### config.mk
export PLATFORM = sky130hd
export DESIGN_NAME = bd_sequencer
export DESIGN_NICKNAME = d
export VERILOG_FILES = /design/src/rtl/bd_sequencer.sv
export SDC_FILE = /design/constraint.sdc
export NUM_CORES = 1
export LEC_CHECK = 0
export ABC_AREA = 1
export BUFFER_PORTS_ARGS = -buffer_cell sky130_fd_sc_hd__buf_2
export CORE_MARGIN = 2
export CORE_UTILIZATION = 45
export CTS_CLUSTER_DIAMETER = 150
export DETAILED_ROUTE_END_ITERATION = 8
export PLACE_DENSITY = 0.84
export SLEW_MARGIN = 20
export SYNTH_ARGS = -nofsm -noshare
export SYNTH_HDL_FRONTEND = slang
export SYNTH_SLANG_ARGS = --single-unit
### constraint.sdc
create_clock -name fclk -period 2.5 [get_ports fclk]
set_input_delay 0.5 -clock fclk [delete_from_list [all_inputs] [get_ports fclk]]
set_output_delay 0.5 -clock fclk [all_outputs]
set_load 0.005 [all_outputs]
### src/rtl/bd_sequencer.sv
// Shared 8-bit bus sequencer: round-robin arbitration between a W5300 and an SL811 requester,
// producing registered chip-select, address and strobe timing (setup / strobe / hold / done).
module bd_sequencer #(
  parameter int T_SETUP  = 1,
  parameter int T_STROBE = 4,
  parameter int T_HOLD   = 2
) (
  input  logic       fclk,
  input  logic       rst_n,
  input  logic       w_req,
  input  logic       w_rnw,
  input  logic [9:0] w_addr,
  input  logic [7:0] w_wdata,
  output logic       w_ack,
  output logic [7:0] w_rdata,
  input  logic       s_req,
  input  logic       s_rnw,
  input  logic       s_a0,
  input  logic [7:0] s_wdata,
  output logic       s_ack,
  output logic [7:0] s_rdata,
  input  logic [7:0] bd_in,
  output logic [7:0] bd_out,
  output logic       bd_oe,
  output logic       brd_n,
  output logic       bwr_n,
  output logic       w5300_cs_n,
  output logic [9:0] w5300_addr,
  output logic       sl811_cs_n,
  output logic       sl811_a0,
  output logic       busy
);

  localparam int TS = (T_SETUP  < 1) ? 1 : T_SETUP;
  localparam int TB = (T_STROBE < 1) ? 1 : T_STROBE;
  localparam int TH = (T_HOLD   < 1) ? 1 : T_HOLD;
  localparam logic [2:0] TS_LAST = 3'(TS - 1);
  localparam logic [2:0] TB_LAST = 3'(TB - 1);
  localparam logic [2:0] TH_LAST = 3'(TH - 1);

  typedef enum logic [2:0] {IDLE, SETUP, STROBE, HOLD, DONE} state_t;

  state_t     state, state_nxt;
  logic [2:0] cnt, cnt_nxt;
  logic       last_s;       // 1 = SL811 was granted last
  logic       sel_w;        // 1 = current transaction belongs to the W5300
  logic       rnw;
  logic [7:0] wdata;

  logic       grant, win_w;
  logic       sel_w_nxt, rnw_nxt, active_nxt;
  logic [7:0] wdata_nxt;

  always_comb begin
    state_nxt = state;
    cnt_nxt   = cnt;
    grant     = 1'b0;
    win_w     = 1'b0;
    case (state)
      IDLE: begin
        if (w_req || s_req) begin
          grant     = 1'b1;
          win_w     = w_req && (!s_req || last_s);
          state_nxt = SETUP;
          cnt_nxt   = 3'd0;
        end
      end
      SETUP: begin
        if (cnt == TS_LAST) begin
          state_nxt = STROBE;
          cnt_nxt   = 3'd0;
        end else begin
          cnt_nxt = cnt + 3'd1;
        end
      end
      STROBE: begin
        if (cnt == TB_LAST) begin
          state_nxt = HOLD;
          cnt_nxt   = 3'd0;
        end else begin
          cnt_nxt = cnt + 3'd1;
        end
      end
      HOLD: begin
        if (cnt == TH_LAST) begin
          state_nxt = DONE;
          cnt_nxt   = 3'd0;
        end else begin
          cnt_nxt = cnt + 3'd1;
        end
      end
      DONE:    state_nxt = IDLE;
      default: state_nxt = IDLE;
    endcase

    // Outputs are registered from next-state values so they change on the grant edge itself.
    sel_w_nxt  = grant ? win_w : sel_w;
    rnw_nxt    = grant ? (win_w ? w_rnw : s_rnw) : rnw;
    wdata_nxt  = grant ? (win_w ? w_wdata : s_wdata) : wdata;
    active_nxt = (state_nxt == SETUP) || (state_nxt == STROBE) || (state_nxt == HOLD);
  end

  always_ff @(posedge fclk or negedge rst_n) begin
    if (!rst_n) begin
      state      <= IDLE;
      cnt        <= 3'd0;
      last_s     <= 1'b1;
      sel_w      <= 1'b0;
      rnw        <= 1'b0;
      wdata      <= 8'h00;
      w5300_cs_n <= 1'b1;
      sl811_cs_n <= 1'b1;
      brd_n      <= 1'b1;
      bwr_n      <= 1'b1;
      bd_oe      <= 1'b0;
      bd_out     <= 8'h00;
      w_ack      <= 1'b0;
      s_ack      <= 1'b0;
      busy       <= 1'b0;
      w5300_addr <= 10'h000;
      sl811_a0   <= 1'b0;
      w_rdata    <= 8'h00;
      s_rdata    <= 8'h00;
    end else begin
      state      <= state_nxt;
      cnt        <= cnt_nxt;
      sel_w      <= sel_w_nxt;
      rnw        <= rnw_nxt;
      wdata      <= wdata_nxt;
      if (grant) last_s <= !win_w;
      w5300_cs_n <= !(active_nxt && sel_w_nxt);
      sl811_cs_n <= !(active_nxt && !sel_w_nxt);
      brd_n      <= !((state_nxt == STROBE) && rnw_nxt);
      bwr_n      <= !((state_nxt == STROBE) && !rnw_nxt);
      bd_oe      <= active_nxt && !rnw_nxt;
      bd_out     <= (active_nxt && !rnw_nxt) ? wdata_nxt : 8'h00;
      w_ack      <= (state_nxt == DONE) && sel_w_nxt;
      s_ack      <= (state_nxt == DONE) && !sel_w_nxt;
      busy       <= (state_nxt != IDLE);
      if (grant && win_w)  w5300_addr <= w_addr;
      if (grant && !win_w) sl811_a0   <= s_a0;
      // Capture on the edge that ends the strobe, i.e. the edge brd_n rises.
      if ((state == STROBE) && (state_nxt == HOLD) && rnw) begin
        if (sel_w) w_rdata <= bd_in;
        else       s_rdata <= bd_in;
      end
    end
  end

endmodule

Yosys cells after proc, flatten, opt, wreduce, memory -nomap -nowiden:

Cells that the tools add are included.

* reductions and logical operators: 31
* muxes and demuxes: 20
* bitwise gates (word level): 1
* equality and inequality tests: 10
* $add $sub $neg: 1

Operators with widths (count)
* two-way mux 3 bit: 8
* two-way mux 8 bit: 3
* case mux 3 bit (4 select lines): 2
* == test 3 x 2 -> 1 bit (second input constant): 5
* logical AND 1 bit: 12
* == test 3 x 1 -> 1 bit (second input constant): 3
* logical NOT 1 bit: 8
* two-way mux 1 bit: 7
* logical NOT 3 bit: 2
* AND reduction 2 bit: 3
* logical OR 1 bit: 4
* nonzero test 4 bit: 1
* adder 3 x 1 -> 3 bit (second input constant): 1
* == test 3 bit (second input constant): 1
* nonzero test 3 bit: 1
* inequality test 2 bit (second input constant): 1
* NOT 1 bit: 1

* output and inout port bits: 43
* input port bits: 41
* word-level logic and storage cells: 82
* register bits: 60

Longest topological paths before layout:

Gate-level depths: netlist (run 1).

* depth after elaboration: 10
* mapped depth: 9
* gate-level depth less buffers: 9

Least setup slack after synthesis (run 1):

No wires, ideal clock.

* path type: reg-to-reg
* from: reg cnt[0]
* to: reg bd_out[7]
* stages on the path, launching flop included: 9
* setup slack: 1.039 ns
* required time: 2.380 ns
* library setup time: 0.120 ns
* clock period less this slack: 1.461 ns
* arrival: 1.341 ns
* buffers on the path: 0
* path through: dfrtp_1 ha_1 ha_1 nand2_2 nand2_1 nor2_4 nand2_4 nand2_4 nor2_2

* word-level cells in the longest chain between the ends: 8
* elaborated cells between the ends (all ways): 14
* those cells by class: eq/ne: 5; mux: 5; reduce/logical: 4

Ends and longest elaborated chain
* start, declared: line 44 `logic [2:0] cnt, cnt_nxt;`
* start signal, assigned: line 126 `cnt <= cnt_nxt;`
* == test 3 x 1 -> 1 bit (tied with other cells): line 85 `if (cnt == TH_LAST) begin`
* two-way mux 3 bit, on equally long branches: line 85, 69, 77
* case mux 3 bit (4 select lines) (*): line 59 `case (state)`
* == test 3 x 1 -> 1 bit or == test 3 x 2 -> 1 bit (tied branches): line 100 `active_nxt = (state_nxt == SETUP) || (state_nxt == STROBE) || (state_nxt == HOLD);`
* logical OR 1 bit: line 100
* logical OR 1 bit (*): line 100
* logical AND 1 bit (*): line 136 `bd_out <= (active_nxt && !rnw_nxt) ? wdata_nxt : 8'h00;`
* two-way mux 8 bit (*): line 136
* end signal, assigned: line 136
* end, declared: line 23 `output logic [7:0] bd_out,`

Every way passes the cells marked *; elsewhere a longest branch is shown, timed or not.
A chain may end at the register's enable or synchronous reset.

Worst setup path in the final report (run 1):

* from: reg state[0]
* to: reg bd_out[5]

* word-level cells in the longest chain between the ends: 7
* elaborated cells between the ends (all ways): 23
* those cells by class: eq/ne: 6; mux: 12; reduce/logical: 5

Ends and longest elaborated chain
* start, declared: line 43 `state_t state, state_nxt;`
* start signal, assigned: line 125 `state <= state_nxt;`
* == test 3 x 2 -> 1 bit (tied with other cells): line 59
* case mux 3 bit (4 select lines) or two-way mux 1 bit (tied branches): line 59
* == test 3 x 1 -> 1 bit (tied with other cells): line 100
* logical OR 1 bit or two-way mux 1 bit (tied branches): line 100, 98
* logical OR 1 bit or logical NOT 1 bit (tied branches): line 100, 136
* logical AND 1 bit: line 136
* two-way mux 8 bit (*): line 136

Marked as above.

==> impl_results.md, run 1 <==
- Worst setup EP type: register
- EDFF count, synth: 0
- Leak: between 1.5 and 2 nW
- Num rows: 28
- Starting Density: 0.4636
- Overall routing resource usage: 0.1782
- Worst-Skew Late Latency: between 300 and 400 ps
- Layout cells sized above 1: 0.4072
- Synth top area share: 0.5044
- Root Driver: clkbuf_8
- Fin Clk Skew: 10.67 ps
- Worst-path clk slew: 70 ps
- Crit path time final: around 1800 ps
- Slew headroom: 0.5579
- Worst Setup Slack, final: 699.0 ps
- Synthesized Nets: 340
- Slew Limit Fails: 0
- PostCTS Resize Cnt: 0
- I/O pin cnt: 84
- Crit-path leading delay family: simple AND/OR/NAND/NOR gates
- First-pass DRT Iterations: 4
- Status: finished, final reports clean
- Core area: between 5000 and 6000 sq um
- Largest cells by area after synthesis: dfrtp_1 50%, nand2_1 10%, inv_1 7.0%
- Commonest cells post-synth: 73 x nand2_1, 55 x dfrtp_1, 51 x inv_1, 26 x nor2_1, 17 x o21ai_2
- Slowest CP cell: dfrtp_1
- Seq cells post-synth: 60
- P&R area growth vs syn: 25.54%
- Gpl congestion: around 0.8
- Min-Delay Path Class: in2async
- Hold slack: between 150 and 200 ps
- Vias: between 2,000 and 2,500
- GRT overflow: 0
- Tot Pwr: between 0.004 and 0.005 W
- Die H: roughly 80 microns
- Cell area power density: 1243 nW/um^2
- Final nets: 430
- Final period util: 0.7204
- Clk sinks: 60
- Vias per cell: 4.486
- Crit path max fanout: 20
- Leading area contributor after synthesis: dfrtp_1
- Count leader, synth: nand2_1
- I/O Buffers: 83
- Cells after synthesis: 293
- Ys flop type: dfrtp_1
- FILL cells: ~560
- CTS hold repair buffers: 0
- Req. time, crit path: 2760 ps
- RSZ-0062 raised after global routing: no
- Vias in the first global route: a little under 2,000
- # Post-CTS Setup Buffers: 0
- Die area: about 6700 sq um
- Antenna-violating nets left: 0
- Worst setup SP type: register
- Setup TNS: 0 ps
- Crit path buffers/inverters: 1
- Worst path arrival time: approximately 2100 ps
- Final hold vios: 0
- Iteration-0 DRC Markers: ~130
- Max-Cap Viols: 0
- Asr flop ratio synth: 1.000
- CTS max path bufs: 2
- Crit path kind: reg2reg
- Final setup vio count: 0
- First-pass GRT wire length: 8997 microns
- # DRC: 0
- Post-Route WL: about 5400 microns
- Layout Utilization: 0.5821
- Largest net degree at the start of global routing: 36
- Worst slew pin tran: approximately 660 ps
- Seq/Total Area, Yosys: 0.5525
- Post-Syn Area per Cell: 9.314 sq um
- N_diodes: 0
- Htree depth: 3
- Pre-CTS setup slack: about 650 ps
- Die X: 81.87 microns
- DR WL/cell: 11.62 microns
- Cell variety after synth: 25
- HPWL after DPL: around 3900 microns
- Max Clock Freq: ~560 MHz
- CTS tree: done
- Post-synthesis cell area: 2729 sq um
- VDD IR max: 0.0005718 V
- Max incr delay on CP: around 460 ps
- Initial antenna violation count: 0
- Yosys warning total: 0
- Cells along the critical path: inv_1, nand2_2, nor2_4, nand2_1, o21ai_0, nor2_1, nor2_2
- CTS buffer count: 9
==> layer usage <==
metal  wire [microns]  vias up  track usage  share of wire
li1                 -     1060            -              -
met1             2408      952       0.2349           0.45
met2             2600       58       0.2878           0.48
met3              316        7      0.05385          0.059
met4               55        0      0.04500          0.010
met5                0        -            0              0
==> logic make-up after synthesis <==
kind of cell | count (synthesis) | synth area share
AO/OA/AOI/OAI | 30 | 0.08070
adder cells (fa/ha/maj) | 6 | 0.02751
buffers and inverters | 61 | 0.09582
flip-flops | 60 | 0.5525
AND/OR/NAND/NOR | 136 | 0.2435
==> report_power, final <==
part | internal [W] | total (W) | switching [W]
clock | 0.000542 | 0.000905 | 0.000362
combinational | 0.000672 | 0.00171 | 0.00104
sequential | 0.00141 | 0.00164 | 0.000230
total | 0.00263 | 0.00426 | 0.00163
==> cells in the final DEF, fill, tap and decap left out, drive strengths merged <==
cell type  instances
a21oi              2
buf               85
bufinv             1
clkbuf            13
clkinv             2
dfrtp             55
dfstp              5
ha                 6
inv               55
nand2             86
nand3              8
nor2              41
nor3               1
o211ai             1
o21ai             26
o221ai             1
==> stage by stage <==
step                cells  area [sq um]
finish                463          3426
global route          463          3426
CTS                   463          3426
detailed placement    447          3213
global placement      447          3213
floorplan             293          2729
==> state kept, by name, indices dropped and copies added, names as in the netlist, 3 cells and up <==
name	count
state	3
w5300_addr	10
s_rdata	8
wdata	8
w_rdata	8
cnt	3
bd_out	8
==> path summary, 6_finish.rpt <==
check                                     startpoint                   endpoint  slack, ps  cells past startpoint
hold reg to reg            w5300_addr[9]$_DFFE_PN0P_  w5300_addr[9]$_DFFE_PN0P_        470                      2
setup / recovery                  state[0]$_DFF_PN0_        bd_out[5]$_DFF_PN0_        700                      7
max in group asynchronous                      rst_n       sl811_cs_n$_DFF_PN1_       1660                      2
setup reg to reg                  state[0]$_DFF_PN0_        bd_out[5]$_DFF_PN0_        700                      7
hold / removal                                 rst_n  w5300_addr[9]$_DFFE_PN0P_        180                      1
min in group fclk                          w_addr[6]  w5300_addr[6]$_DFFE_PN0P_        360                      3
==> cell type report <==
class | instances | area (sq um) | area share
sequential | 60 | 1508 | 0.4401
multi-input combinational | 172 | 959.7 | 0.2801
timing repair buffer | 85 | 442.9 | 0.1293
inverter | 55 | 209.0 | 0.06099
clock buffer | 13 | 168.9 | 0.04931
tap | 75 | 93.84 | 0.02739
clock inverter | 3 | 43.79 | 0.01278
No activity file was read; power rests on OpenSTA's default activity.
==> run 2, diff against run 1 <==
--- a/config.mk
+++ b/config.mk
@@ -5,7 +5,7 @@
 export SDC_FILE = /design/constraint.sdc
 export NUM_CORES = 1
 export LEC_CHECK = 0
-export ABC_AREA = 1
+export ABC_AREA = 0
 export BUFFER_PORTS_ARGS = -buffer_cell sky130_fd_sc_hd__buf_2
 export CORE_MARGIN = 2
 export CORE_UTILIZATION = 45
==> constraint.sdc (replaced) <==
create_clock -name fclk -period 1.77 [get_ports fclk]
set_input_delay 0.354 -clock fclk [delete_from_list [all_inputs] [get_ports fclk]]
set_output_delay 0.354 -clock fclk [all_outputs]
set_load 0.005 [all_outputs]
==> impl_results.md, run 2 <==
- Status: finished, violations left
- Failing checks: negative setup slack
- Final hold vios: 0
- Cell area power density: between 1500 and 2000 nW/um^2
- Asr flop ratio synth: 1.000
- DR WL/cell: 15.79 microns
- Min-Delay Path Class: in2reg
- CTS buffer count: 9
- Ys flop type: dfrtp_1
- Setup TNS: -519.8 ps
- I/O Buffers: just over 80
- First-pass GRT wire length: between 9000 and 10,000 microns
- P&R area growth vs syn: 40.26%
- Num rows: 27
- Seq/Total Area, Yosys: 0.5695
- Placed cell count: ~360
- Layout Utilization: 0.6622
- First-pass DRT Iterations: 4
- EDFF count, synth: 0
- Synth top area share: 0.5198
- Htree depth: 3
- Vias per cell: a little over 5
- Die X: just over 80 microns
- Psw: roughly 0.0024 W
- Hold slack: between 200 and 250 ps
- Vias in the first global route: around 2,000
- Tot Pwr: ~0.007 W
- HPWL after DPL: 4256 microns
- Final nets: between 300 and 400
- Gpl congestion: a little over 0.8
- Compound-Gate Fraction of Synth Area: 0.1144
- RSZ-0062 raised after global routing: yes
- Commonest cells post-synth: 55 x dfrtp_1, 11 x mux2_2, 10 x nor2_1, 9 x a221o_1
- Comb power frac: 0.484
- Worst R2R Setup Slack: -50 ps
- Crit path max fanout: 8
- Count leader, synth: dfrtp_1
- Commonest non-fill, non-tap cells in the layout: 83 x buf_2, 52 x dfrtp_1, 21 x buf_4, 12 x mux2_4, 11 x mux2_2
- Fin Clk Skew: roughly 6.4 ps
- Worst path arrival time: 2040 ps
- Reg with most FFs: w5300_addr
- Antenna-violating nets left: 0
- I/O pin cnt: 84
- Seq cells post-synth: 60
- VDD IR max: approximately 0.0012 V
- Slew Limit Fails: 0
- Worst-Skew Late Latency: 340 ps
- Layout cells sized above 1: 0.6026
- Final std cells w/o fill: about 380
- Xor/xnor share of the synthesized area: 0
- Worst-path clk slew: 70 ps
- Final setup vio count: 17
- Worst setup EP type: register
- Clk pwr share: 0.187
- Synthesized Nets: 236
- Crit path kind: reg2reg
- Crit path time final: approximately 1800 ps
- Overall routing resource usage: 0.2055
- Internal: roughly 0.0048 W
- Die H: 80.71 microns
- Cells after synthesis: 189
- Area share of fa/ha/maj cells after synthesis: 0.02836
- Yosys warning total: 0
- Largest register FFs: 10
- Largest family of logic cells by synthesized area: multiplexers
- Leading area contributor after synthesis: dfrtp_1
- Largest net degree at the start of global routing: 40
- Post-Syn Area per Cell: around 14 sq um
- # DRC: 0
- GRT overflow: 0
- Starting Density: 0.4721
- Synth Area in Simple Gates: 0.1021
- Max Clock Freq: about 550 MHz
- Switching power share of the total: 0.3358
- Core area: around 5600 sq um
- Post-Route WL: 5984 microns
- Iteration-0 DRC Markers: 56
- Die area: roughly 6500 sq um
- Worst slew pin tran: 501.7 ps
- Worst Setup Slack, final: -50.04 ps
- Commonest non-fill, non-tap cell in the layout: buf_2
- Largest cells by area after synthesis: dfrtp_1 52%, dfstp_2 5.0%, mux2_2 4.7%
- Sequential power share: 0.329
- CTS max path bufs: 2
- Final period util: 1.028
- Leak: about 1.8 nW
- Clk sinks: 60
- N_diodes: 0
- FILL cells: ~430
- Max-Cap Viols: 0
- CTS tree: done
- Vias: 1,909
- Req. time, crit path: slightly below 2000 ps
- Slew headroom: 0.6655
- Worst setup SP type: register
- Post-synthesis cell area: 2648 sq um
- Initial antenna violation count: 0
- Root Driver: clkbuf_8
- Cell variety after synth: 42
- Post-synthesis mux area share: 0.1389
[run 2: path summary, 6_finish.rpt]
| check | from | end | depth (start not counted) |
|---|---|---|---|
| worst max-delay path | cnt[0]$_DFFE_PN0P_ | s_rdata[2]$_DFFE_PN0P_ | 7 |
| worst min-delay path | w_addr[3] | w5300_addr[3]$_DFFE_PN0P_ | 2 |
| worst max register to register | cnt[0]$_DFFE_PN0P_ | s_rdata[2]$_DFFE_PN0P_ | 7 |
| worst min register to register | last_s$_DFFE_PN1P_ | last_s$_DFFE_PN1P_ | 2 |
| max in group asynchronous | rst_n | cnt[0]$_DFFE_PN0P_ | 3 |
| min in group asynchronous | rst_n | w_rdata[3]$_DFFE_PN0P_ | 2 |
[run 2: final cells by class]
type / instances / area (sq um) / area share
clock buffers: 12 / 145.1 / 0.03908
clock inverters: 4 / 72.57 / 0.01954
inverters: 8 / 32.53 / 0.008760
well taps: 72 / 90.09 / 0.02426
repair buffers: 113 / 708.2 / 0.1907
multi-input cells: 110 / 1154 / 0.3106
flip-flops and latches: 60 / 1511 / 0.4070
[run 2: stage by stage]
step | cell area [sq um] | worst slack, ps
floorplan | 2671 | -33.10
global placement | 3301 | -36.94
detailed placement | 3301 | -144.7
CTS | 3637 | -40.34
global route | 3714 | -90.29
finish | 3714 | -50.04
[run 2: kinds of logic (layout without fill, tap and decap cells)]
logic type / count (synthesis) / in the layout
buffers and inverters: 19 / 137
flip-flops: 60 / 60
adder cells (fa/ha/maj): 6 / 6
AO/OA/AOI/OAI: 35 / 35
AND/OR/NAND/NOR: 39 / 39
multiplexers: 30 / 30
[run 2: power by group through the flow]
| stage | Combinational (W) | Clock, W | Sequential (W) |
|---|---|---|---|
| after floorplan | 0.00184 | 0 | 0.00237 |
| after global placement | 0.00296 | 0 | 0.00232 |
| after detailed placement | 0.00307 | 0 | 0.00235 |
| after CTS | 0.00328 | 0.00137 | 0.00236 |
| after global routing | 0.00380 | 0.00143 | 0.00245 |
| final | 0.00349 | 0.00135 | 0.00237 |
[run 2: critical path, stage by stage, from the launching register on]
cell	delay, ps
dfrtp_2	430
inv_2	70
ha_4	170
mux2i_4	180
o21ai_4	70
a211o_1	330
buf_12	160
mux2_4	300
[run 2: layer usage]
layer | wire (microns) | share of wire | vias up | GRT usage
li1 | - | - | 901 | -
met1 | 2534 | 0.42 | 936 | 0.2480
met2 | 3060 | 0.51 | 64 | 0.3583
met3 | 321 | 0.054 | 8 | 0.05056
met4 | 67 | 0.011 | 0 | 0.07119
met5 | 0 | 0 | - | 0
[run 2: repair_timing]
action | in CTS | in global routing
endpoints found under the setup margin | 39 | 40
hold buffers | 1 | 0
pin swaps | 2 | 6
buffers inserted | 1 | 4
endpoints found under the hold margin | 16 | 0
gates resized for setup | 19 | 9
==> run 3, diff against run 2 <==
--- a/config.mk
+++ b/config.mk
@@ -11,7 +11,8 @@
 export CORE_UTILIZATION = 45
 export CTS_CLUSTER_DIAMETER = 150
 export DETAILED_ROUTE_END_ITERATION = 8
-export PLACE_DENSITY = 0.84
+export PLACE_DENSITY_LB_ADDON = 0.25
+export RECOVER_POWER = 50
 export SLEW_MARGIN = 20
 export SYNTH_ARGS = -nofsm -noshare
 export SYNTH_HDL_FRONTEND = slang
==> impl_results.md, run 3 (synthesis results as in run 2) <==
- Worst Setup Slack, final: -51.79 ps
- Worst-Skew Late Latency: 330 ps
- Cell area power density: approximately 1900 nW/um^2
- Worst slew pin tran: 1432 ps
- Slowest CP cell: dfrtp_2
- Core area: ~5600 sq um
- Min-delay src: w_addr[3]
- P&R area growth vs syn: 40.45%
- I/O Buffers: 83
- Max-Cap Viols: 0
- CTS hold repair buffers: 0
- Vias per cell: between 4 and 5
- Pre-CTS setup slack: -84.44 ps
- R2R Path End: s_rdata[0]$_DFFE_PN0P_
- First-pass DRT Iterations: 4
- Fin Clk Skew: between 7 and 8 ps
- Vias in the first global route: roughly 2,000
- Htree depth: 3
- Commonest non-fill, non-tap cell in the layout: buf_2
- Hold-critical path depth: 2
- Min-Delay Path Class: in2reg
- Switching power share of the total: 0.3364
- # DRC: 0
- Overall routing resource usage: 0.2036
- CP dominant cell by count: ha_4
- Leak: approximately 1.8 nW
- Largest register FFs: 10
- Max Clock Freq: approximately 550 MHz
- HPWL after DPL: around 4000 microns
- VDD IR max: 0.001062 V
- Worst-path clk slew: about 70 ps
- Final setup vio count: 17
- R2r startpoint: cnt[1]$_DFFE_PN0P_
- Post-Route WL: a little under 6000 microns
- Commonest non-fill, non-tap cells in the layout: 77 x buf_2, 50 x dfrtp_1, 22 x buf_4, 16 x mux2_4, 12 x clkbuf_8
- Worst setup EP type: register
- Req. time, crit path: 1990 ps
- WHS Endpoint: w5300_addr[3]$_DFFE_PN0P_
- Psw: roughly 0.0024 W
- Max incr delay on CP: 440 ps
- Die H: between 80 and 90 microns
- Slew headroom: 0.04553
- Final period util: 1.029
- Cells on worst reg2reg path: 7
- Initial antenna violation count: 0
- Failing checks: negative setup slack
- Worst path arrival time: a little over 2000 ps
- Status: finished, violations left
- Crit path max fanout: 8
- Cells along the critical path: ha_4, ha_4, nand2b_4, o211ai_4, a211o_1, buf_12, mux2_4
- Die X: a little over 80 microns
- Iteration-0 DRC Markers: 67
- Final hold vios: 0
- CTS tree: done
- GRT overflow: 0
- Crit path kind: reg2reg
- Finished Cell Area: ~3700 sq um
- Sequential power share: 0.332
- Die area: around 6500 sq um
- Num rows: 27
- Slew Limit Fails: 0
- Placed Area: 3321 sq um
- Internal: 0.004761 W
- Clk sinks: 60
- Antenna-violating nets left: 0
- RSZ-0062 raised after global routing: yes
- DR WL/cell: between 15 and 20 microns
- Worst setup SP type: register
- Starting Density: 0.4721
- Layout cells sized above 1: 0.6109
- I/O pin cnt: between 80 and 90
- N_diodes: 0
- Largest net degree at the start of global routing: between 60 and 70
- Vias: ~1,900
- CTS buffer count: 9
- Crit path time final: approximately 1800 ps
- Final nets: around 350
- Comb power frac: 0.513
- Gpl congestion: between 0.7 and 0.8
- Clk pwr share: 0.154
- Worst R2R Setup Slack: -50 ps
- CTS max path bufs: 2
- Reg with most FFs: w5300_addr
- Root Driver: clkbuf_8
- First-pass GRT wire length: slightly below 10,000 microns
## run 3: final cells by class
cell class,count,area [sq um]
Clock inverter,2,10.01
Clock buffer,14,172.7
Fill cell,446,1889
Tap cell,72,90.09
Timing Repair Buffer,117,737.0
Sequential cell,60,1514
Multi-Input combinational cell,110,1162
Inverter,8,32.53
## run 3: worst max-delay path: cells and delay by family (launching register included)
kind | cells | cell delay [ps]
fa+ha+maj | 2 | 300
buf+inv | 1 | 160
flops | 1 | 440
simple gates | 1 | 120
compound gates | 2 | 400
mux | 1 | 290
## run 3: how the worst max path moves through the flow
stage                             startpoint  cells past startpoint                     end
after floorplan           cnt[1]$_DFFE_PN0P_                      7  s_rdata[0]$_DFFE_PN0P_
after global placement    cnt[1]$_DFFE_PN0P_                      7  s_rdata[2]$_DFFE_PN0P_
after detailed placement  cnt[1]$_DFFE_PN0P_                      7  s_rdata[2]$_DFFE_PN0P_
after CTS                 cnt[0]$_DFFE_PN0P_                      7         bwr_n$_DFF_PN1_
after global routing      cnt[0]$_DFFE_PN0P_                      7  s_rdata[3]$_DFFE_PN0P_
final                     cnt[1]$_DFFE_PN0P_                      7  s_rdata[0]$_DFFE_PN0P_
## run 3: power by group through the flow
stage                     sequential (W)  combinational, W  clock [W]
after global routing             0.00247           0.00402    0.00121
after CTS                        0.00241           0.00341    0.00115
after floorplan                  0.00237           0.00184          0
after global placement           0.00237           0.00298          0
final                            0.00239           0.00368    0.00111
after detailed placement         0.00238           0.00306          0
## run 3: layer usage
layer	GRT usage	share of wire	wire, microns
met1	0.2635	0.45	2623
met4	0.05763	0.012	72
met3	0.07079	0.063	369
met2	0.3258	0.48	2783
met5	0	0	0
## run 3: timing repair
item | 4_1_cts | 5_1_grt
pin swaps | 4 | 10
setup buffers | 2 | 6
endpoints found under the setup margin | 38 | 43
cloned | 1 | 0
gates resized for setup | 29 | 9
## run 3: metrics by stage
| stage | util | total power [W] | instances | hold slack, ps | setup TNS (ps) |
|---|---|---|---|---|---|
| final | 0.6631 | 0.007175 | 383 | 255.2 | -472.1 |
| after global placement | 0.5921 | 0.005349 | 358 | 380.9 | -717.8 |
| after CTS | 0.6493 | 0.006972 | 377 | 26.29 | -549.9 |
| after floorplan | - | 0.004211 | 189 | 58.41 | -264.8 |
| after global routing | 0.6631 | 0.007704 | 383 | 237.9 | -1447 |
| after detailed placement | 0.5921 | 0.005441 | 358 | 391.4 | -1621 |
